[src/rtl/shift_pio_chan.sv]
// Serial/parallel shift channel for the Pi-side link: sclk/sin are synchronised
// into clk, sout is shifted out and sin shifted in, and completed words land on pdata_out.

module shift_pio_sync #(
  parameter int STAGES = 2
) (
  input  logic clk,
  input  logic rst,
  input  logic d,
  output logic q
);
  logic [STAGES-1:0] ff;

  always_ff @(posedge clk or posedge rst)
    if (rst) ff <= '0;
    else     ff <= {ff[STAGES-2:0], d};

  assign q = ff[STAGES-1];
endmodule

module shift_pio_chan #(
  parameter int WIDTH       = 8,
  parameter bit LSB_FIRST   = 1'b0,
  parameter int SYNC_STAGES = 2,
  localparam int CW         = $clog2(WIDTH+1)
) (
  input  logic             clk,
  input  logic             rst,
  input  logic             cs,
  input  logic             aload,
  input  logic [WIDTH-1:0] pdata_in,
  input  logic             sclk,
  input  logic             sin,
  output logic             sout,
  output logic [WIDTH-1:0] pdata_out,
  output logic             frame_done,
  output logic [CW-1:0]    bit_count
);
  // line 0 = sclk, line 1 = sin; both see identical latency so a bit set up
  // together with its sclk rise is captured on that rise
  logic [1:0]       raw, syn;
  logic             sclk_s, sin_s, prev_s, rise, fall;
  logic             cap;
  logic [WIDTH-1:0] sr, sr_nxt;
  logic             last_bit;

  assign raw = {sin, sclk};

  genvar g;
  generate
    for (g = 0; g < 2; g++) begin : g_sync
      shift_pio_sync #(.STAGES(SYNC_STAGES)) u_sync (
        .clk (clk),
        .rst (rst),
        .d   (raw[g]),
        .q   (syn[g])
      );
    end
  endgenerate

  assign sclk_s = syn[0];
  assign sin_s  = syn[1];
  assign rise   = sclk_s & ~prev_s;
  assign fall   = ~sclk_s & prev_s;

  always_comb begin
    sr_nxt = LSB_FIRST ? {cap, sr[WIDTH-1:1]} : {sr[WIDTH-2:0], cap};
  end

  assign last_bit = (bit_count == CW'(WIDTH-1));
  assign sout     = LSB_FIRST ? sr[0] : sr[WIDTH-1];

  always_ff @(posedge clk or posedge rst)
    if (rst) prev_s <= 1'b0;
    else     prev_s <= sclk_s;

  // load beats any edge seen in the same cycle; cs low aborts the frame
  always_ff @(posedge clk or posedge rst) begin
    if (rst) begin
      sr         <= '0;
      cap        <= 1'b0;
      bit_count  <= '0;
      pdata_out  <= '0;
      frame_done <= 1'b0;
    end else begin
      frame_done <= 1'b0;
      if (!cs) begin
        bit_count <= '0;
      end else if (aload) begin
        sr        <= pdata_in;
        bit_count <= '0;
      end else if (rise) begin
        cap <= sin_s;
      end else if (fall) begin
        sr <= sr_nxt;
        if (last_bit) begin
          bit_count  <= '0;
          pdata_out  <= sr_nxt;
          frame_done <= 1'b1;
        end else begin
          bit_count <= bit_count + CW'(1);
        end
      end
    end
  end
endmodule

[config.mk]
export PLATFORM = sky130hd
export DESIGN_NAME = shift_pio_chan
export DESIGN_NICKNAME = d
export VERILOG_FILES = /design/src/rtl/shift_pio_chan.sv
export SDC_FILE = /design/constraint.sdc
export NUM_CORES = 1
export LEC_CHECK = 0
export CAP_MARGIN = 20
export CORE_MARGIN = 5
export CORE_UTILIZATION = 51
export DETAILED_ROUTE_END_ITERATION = 6
export PLACE_DENSITY_LB_ADDON = 0.2
export RECOVER_POWER = 25
export SYNTH_ARGS = -nofsm -noshare
export SYNTH_HDL_FRONTEND = slang
export SYNTH_SLANG_ARGS = --single-unit
[constraint.sdc]
create_clock -name clk -period 2.3 [get_ports clk]
set_clock_uncertainty 0.05 [all_clocks]
set_input_delay 0.575 -clock clk [delete_from_list [all_inputs] [get_ports clk]]
set_output_delay 0.575 -clock clk [all_outputs]
set_load 0.01 [all_outputs]
==> results of run 1 <==
-- power by group through the flow --
stage | clock network [mW] | registers, mW | logic, mW
floorplan | 0 | 0.556 | 0.0889
global placement | 0 | 0.561 | 0.137
detailed placement | 0 | 0.563 | 0.139
CTS | 0.206 | 0.554 | 0.140
global route | 0.225 | 0.561 | 0.149
finish | 0.196 | 0.553 | 0.136
-- logic make-up (layout without fill, tap and decap cells) --
| group | after synthesis | count (layout) | share of synthesized area, % |
|---|---|---|---|
| flops | 27 | 27 | 59.3 |
| mux | 25 | 25 | 24.7 |
| simple gates | 14 | 14 | 9.33 |
| compound gates | 5 | 5 | 3.18 |
| buf+inv | 3 | 36 | 1.65 |
| fa+ha+maj | 1 | 1 | 1.10 |
| xor+xnor | 1 | 1 | 0.769 |
-- synthesized netlist by cell type (all sizes together), types with 2 or more instances --
| cell type | n | area, um^2 |
|---|---|---|
| a21oi | 3 | 15.0 |
| dfrtp | 27 | 676 |
| inv | 2 | 7.51 |
| mux2 | 25 | 282 |
| nand2 | 3 | 11.3 |
| nand2b | 2 | 20.0 |
| nand3b | 2 | 27.5 |
| o21ai | 2 | 21.3 |
-- layer usage --
layer / share of wire, % / vias to the layer above / global-route usage, %
met5: 0 / - / 0
met4: 1.7 / 0 / 5.96
met1: 41 / 348 / 15.8
li1: - / 335 / -
met3: 5.7 / 4 / 2.94
met2: 51 / 19 / 21.4
-- cell usage in the layout, fill, tap and decap left out --
cell	count
a21oi_1	3
and2b_2	1
and3b_1	1
buf_4	2
clkbuf_1	1
clkbuf_2	1
clkbuf_4	3
clkdlybuf4s50_1	24
dfrtp_1	27
dlygate4sd3_1	3
ha_1	1
inv_1	2
mux2_2	25
nand2_1	3
nand2b_1	1
nand2b_4	1
nand3_1	1
nand3b_1	1
nand3b_4	1
nor2_1	1
nor3b_1	1
o21ai_0	1
o21ai_4	1
or3_1	1
or4_1	1
xor2_1	1
-- layout make-up --
cell class                 count  area share, %
sequential                    27           45.6
multi-input combinational     46           30.1
timing repair buffer          30           19.6
tap                           28           2.37
clock buffer                   4           1.78
inverter                       2          0.507
-- worst min-delay path by stage --
stage / start / end / slack [ns] / cells after the start
2_1_floorplan: g_sync[0].u_sync.ff[0]$_DFF_PP0_ / g_sync[0].u_sync.ff[1]$_DFF_PP0_ / 0.28 / 0
3_3_place_gp: g_sync[1].u_sync.ff[0]$_DFF_PP0_ / g_sync[1].u_sync.ff[1]$_DFF_PP0_ / 0.28 / 0
3_5_place_dp: g_sync[1].u_sync.ff[0]$_DFF_PP0_ / g_sync[1].u_sync.ff[1]$_DFF_PP0_ / 0.28 / 0
4_1_cts: g_sync[1].u_sync.ff[0]$_DFF_PP0_ / g_sync[1].u_sync.ff[1]$_DFF_PP0_ / 0.32 / 0
5_1_grt: g_sync[1].u_sync.ff[0]$_DFF_PP0_ / g_sync[1].u_sync.ff[1]$_DFF_PP0_ / 0.33 / 0
6_report: g_sync[1].u_sync.ff[0]$_DFF_PP0_ / g_sync[1].u_sync.ff[1]$_DFF_PP0_ / 0.31 / 0
-- flip-flops by register name (all words and copies together) (netlist names) --
register,flops
bit_count,4
cap,1
frame_done,1
g_sync.u_sync.ff,4
pdata_out,8
prev_s,1
sr,8
-- metrics by stage --
stage | util (%) | instance area (um^2) | hold WS (ns)
after floorplan | - | 1140 | 0.281
after global placement | 67.1 | 1460 | 0.283
after detailed placement | 67.1 | 1460 | 0.285
after CTS | 68.3 | 1480 | 0.316
after global routing | 68.2 | 1480 | 0.327
final | 68.2 | 1480 | 0.314
==> reports/metrics.yaml, run 1 <==
cells_and_area:
  num_antenna_cells: 0
  layoutNonFillerInstCount: 137
  multi_input_gate_area_in_the_final_layout_um2: 445
  layout.nets: 125
  drive_above_1_share_pct: 32.1
  syn_to_final_growth_pct: 29.9
  register_area_um2: 676
  fill_cells: 172
worst_setup_path:
  worst-endpoint-arrival_ns: 1.30
  timing.critical_path.from: "bit_count[0]$_DFFE_PP0P_"
  critPathKind: "reg2out"
  r2r_start: "bit_count[0]$_DFFE_PP0P_"
  series_of_cell_instances_along_the_critical_path: "clkdlybuf4s50_1"
  reg2reg_to: "pdata_out[7]$_DFFE_PP0P_"
  number_of_cell_instances_on_the_worst_register_to_register_path: 4
  timing.critical_path.required_ns: 1.67
  cp-endpoint: "bit_count[0]"
  cp-end-kind: "primary output"
  worst_path_bufs_invs: 1
  critical_path.startpoint_type: "register"
  critical_path.slowest_cell: "clkdlybuf4s50_1"
  critical-path-max-stage-delay_ns: 0.56
  timing.reg2reg.setup_slack_ns: 0.75
  worstPathMaxFanout: 5
  critical-path-top-delay-family: "buffers and inverters"
  stages_on_worst_setup_path: 1
clock_tree:
  cts_hold_repair.buffers: 0
  cts.path.max_buffers: 2
  cts_repair_resize_count: 0
  htree_levels: 1
  post-cts-setup-buffers: 0
  cts_tree: "built"
  numCtsBuffers: 3
  clock_root_cell: "clkbuf_4"
  clkSlewWorstSetupHoldPaths_ns: 0.13
  clkLatencyLatePin_ns: 0.31
  cts_sinks: 27
yosys:
  postSynthAreaPerCell_um2: 15.0
  yosys_warnings: 0
  synthesis.instances: 76
  synthArstFlopShare_pct: 100
  syn-cell-area_um2: 1140
  mappedNetlistNets: 91
  yosys_most_used_dff: "dfrtp_1"
  synth.yosys.seq_area_share_pct: 59.3
  post_synth_num_cell_types: 21
  synth_enable_flop_cells: 0
  synth-seq-cells: 27
global_routing:
  globalRouteOverflowTotal: 0
  maximum_number_of_pins_on_one_net_before_global_route_repair: 28
  grt_pass1_wl_mm: 3.20
  first_global_vias: 708
  initial_antenna_violation_count: 0
  track_usage_pct: 12.9
detailed_routing:
  drtAntennaViolNets: 0
  vias_post_dr: 706
  first_pass_iters: 2
  totalWireLength_mm: 1.89
  via_per_inst: 5.15
  drcViolationCount: 0
  detail_route.wl_per_cell_um: 13.8
  drt_iter0_drcs: 4
floorplan:
  vertical_die_dimension_um: 57.3
  floorplan.die.width_um: 57.3
  core_um2: 2170
  num_io_pins: 28
  floorplan.die_area_um2: 3280
  row_count: 17
  start_util_pct: 52.5
power_and_ir_drop:
  clock_power_share_pct: 22.2
  irDropWorstVdd_uv: 468
  power.leakage_nw: 0.685
  power_frac_seq_pct: 62.5
  internal-power_uw: 681
  post-layout-total-power_uw: 884
  p_per_area_nw_per_um2: 597
  combPwrFrac_pct: 15.3
  net-switching-power_uw: 204
  power.share.switching_pct: 23.0
placed_design:
  dp.cells: 133
  port-buffer-count: 27
  dpl_worst_slack_ns: 0.187
  gp_congestion: 0.712
  dp_hpwl_mm: 1.45
outcome:
  outcome: "finished clean"
sta:
  max_slew.worst_pin.slew_ns: 0.650
  setup_tns_ns: 0
  setup_viol: 0
  timing.fmax_mhz: 519
  maxSlewViolCount: 0
  grt_setup_unrepaired: "false"
  timing.final.crit_share_pct: 83.8
  hold_violations: 0
  worst_slew_margin_rel_pct: 56.7
  worst_setup_slack_after_layout_ns: 0.373
  fin_crit_ns: 1.93
worst_hold_path:
  hp-class: "reg2reg"
run:
  maxCapViolCount: 0
No activity file was read; power rests on OpenSTA's default activity.
==> inputs of run 2 (changes only) <==
--- a/config.mk
+++ b/config.mk
@@ -7,7 +7,7 @@
 export LEC_CHECK = 0
 export CAP_MARGIN = 20
 export CORE_MARGIN = 5
-export CORE_UTILIZATION = 51
+export CORE_UTILIZATION = 47
 export DETAILED_ROUTE_END_ITERATION = 6
 export PLACE_DENSITY_LB_ADDON = 0.2
 export RECOVER_POWER = 25
==> constraint.sdc (replaced) <==
create_clock -name clk -period 1.95 [get_ports clk]
set_clock_uncertainty 0.05 [all_clocks]
set_input_delay 0.4875 -clock clk [delete_from_list [all_inputs] [get_ports clk]]
set_output_delay 0.4875 -clock clk [all_outputs]
set_load 0.01 [all_outputs]
==> run 2 against run 1 <==
Effect of this change: utilization down 1.5 points; non-clock buffer count increased by 3; combinational power increased by 24%; via count up 2.4%; count of clock-buffer cells in the layout is 1 lower; largest cell class unchanged; clock power is 20% higher.
==> reports/metrics.yaml, run 2 (synthesis results as in run 1) <==
outcome:
  outcome: "finished clean"  # unchanged
floorplan:
  core_um2: 2250  # was 2170 um^2
  vertical_die_dimension_um: 59.2  # was 57.3 um
  start_util_pct: 50.6  # was 52.5%
  floorplan.die_area_um2: 3510  # was 3280 um^2
  floorplan.die.width_um: 59.2  # was 57.3 um
  row_count: 17  # unchanged
  num_io_pins: 28  # unchanged
worst_setup_path:
  worst-endpoint-arrival_ns: 1.30  # about the same
  critical-path-max-stage-delay_ns: 0.56  # about the same
  timing.critical_path.required_ns: 1.41  # was 1.67 ns
  worstPathMaxFanout: 5  # unchanged
  cp-end-kind: "primary output"  # unchanged
  series_of_cell_instances_along_the_critical_path: "clkdlybuf4s50_1"  # unchanged
  worst_path_bufs_invs: 1  # unchanged
  critical-path-top-delay-family: "buffers and inverters"  # unchanged
  critical_path.startpoint_type: "register"  # unchanged
  critPathKind: "reg2out"  # unchanged
  critical_path.slowest_cell: "clkdlybuf4s50_1"  # unchanged
clock_tree:
  htree_levels: 1  # unchanged
  clock_root_cell: "clkbuf_4"  # unchanged
  cts_repair_resize_count: 0  # unchanged
  cts_tree: "built"  # unchanged
  post-cts-setup-buffers: 0  # unchanged
  cts.path.max_buffers: 2  # unchanged
  numCtsBuffers: 3  # unchanged
  clkLatencyLatePin_ns: 0.31  # about the same
  cts_sinks: 27  # unchanged
  cts_hold_repair.buffers: 0  # unchanged
  clkSlewWorstSetupHoldPaths_ns: 0.14  # was 0.13 ns
placed_design:
  detailed_place.area_um2: 1480  # was 1460 um^2
  port-buffer-count: 27  # unchanged
  dp_hpwl_mm: 1.49  # was 1.45 mm
  gp_congestion: 0.715  # was 0.712
detailed_routing:
  detail_route.wl_per_cell_um: 14.2  # was 13.8 um
  drt_iter0_drcs: 9  # was 4
  drcViolationCount: 0  # unchanged
  vias_post_dr: 723  # was 706
  totalWireLength_mm: 1.98  # was 1.89 mm
  via_per_inst: 5.16  # was 5.15
  drtAntennaViolNets: 0  # unchanged
  first_pass_iters: 2  # unchanged
power_and_ir_drop:
  irDropWorstVdd_uv: 575  # was 468 uV
  power.leakage_nw: 0.702  # was 0.685 nW
  post-layout-total-power_mw: 1.06  # was 884 uW
  p_per_area_nw_per_um2: 703  # was 597 nW/um^2
global_routing:
  maximum_number_of_pins_on_one_net_before_global_route_repair: 28  # unchanged
  grt_pass1_wl_mm: 3.35  # was 3.20 mm
  globalRouteOverflowTotal: 0  # unchanged
  track_usage_pct: 12.5  # was 12.9%
  first_global_vias: 720  # was 708
  initial_antenna_violation_count: 0  # unchanged
cells_and_area:
  largestRegisters: "pdata_out x8, sr x8"  # unchanged
  drive_above_1_share_pct: 34.8  # was 32.1%
  fill_cells: 191  # was 172
  final_cell_mix: "dfrtp_1, mux2_2, clkdlybuf4s50_1"  # unchanged
  syn_to_final_growth_pct: 31.9  # was 29.9%
  finalInstanceArea_um2: 1500  # was 1480 um^2
  num_antenna_cells: 0  # unchanged
  layout.nets: 128  # was 125
  final_common_cell: "dfrtp_1"  # unchanged
sta:
  worst_slew_margin_rel_pct: 56.8  # was 56.7%
  fin_crit_ns: 1.84
  grt_setup_unrepaired: "false"  # unchanged
  timing.fmax_mhz: 544
  timing.final.crit_share_pct: 94.3
  maxSlewViolCount: 0  # unchanged
  setup_viol: 0  # unchanged
  max_slew.worst_pin.slew_ns: 0.649  # was 0.650 ns
  hold_violations: 0  # unchanged
worst_hold_path:
  hp-class: "reg2reg"  # unchanged
run:
  maxCapViolCount: 0  # unchanged
run 2: cell types whose count changed in the layout (fill, tap and decap cells not counted):
cell      previous run  this run
buf_4                2         5
clkbuf_1             1         0
clkinv_2             0         1
run 2: cell type report:
cell class | instances | area (um^2) | area share (%)
multi-input cells | 46 | 445 | 29.6
clock inverters | 1 | 5.00 | 0.333
well taps | 28 | 35.0 | 2.33
clock buffers | 3 | 22.5 | 1.50
flip-flops and latches | 27 | 676 | 44.9
repair buffers | 33 | 313 | 20.8
inverters | 2 | 7.51 | 0.499
run 2: power breakdown:
part | switching, mW | internal [mW]
combinational | 0.0570 | 0.111
sequential | 0.0394 | 0.616
clock | 0.158 | 0.0767
run 2: metal layers:
metal	routed length, um	part of all wire (%)	global-route usage [%]	up-vias
met5	0	0	0	-
met4	16	0.81	3.88	0
met3	130	6.6	3.49	2
met2	896	45	19.3	17
met1	941	47	17.1	362
li1	-	-	-	342
run 2: path summary, 6_finish.rpt:
kind,from,endpoint,cells after the start,slack [ns]
max in group asynchronous,rst,bit_count[1]$_DFFE_PP0P_,3,0.72
min in group asynchronous,rst,pdata_out[7]$_DFFE_PP0P_,3,0.72
setup reg to reg,bit_count[0]$_DFFE_PP0P_,pdata_out[1]$_DFFE_PP0P_,4,0.39
hold reg to reg,g_sync[1].u_sync.ff[0]$_DFF_PP0_,g_sync[1].u_sync.ff[1]$_DFF_PP0_,0,0.31
setup / recovery,bit_count[0]$_DFFE_PP0P_,bit_count[0],1,0.11
hold / removal,g_sync[1].u_sync.ff[0]$_DFF_PP0_,g_sync[1].u_sync.ff[1]$_DFF_PP0_,0,0.31
run 2: stage by stage:
stage               TNS [ns]  cells  setup WS (ns)  util, %  hold WS (ns)
detailed placement   -0.0701    136        -0.0192     65.6         0.286
global placement           0    136        0.00986     65.6         0.283
finish                     0    140          0.111     66.7         0.314
global route               0    140         0.0462     66.7         0.334
CTS                        0    140         0.0894     66.8         0.317
floorplan                  0     76          0.475        -         0.281
run 2: worst register-to-register path, cell delays in order (launching register included):
cell and delay (ns):
dfrtp_1 0.44, ha_1 0.24, and3b_1 0.21, nand3b_4 0.17, mux2_2 0.35
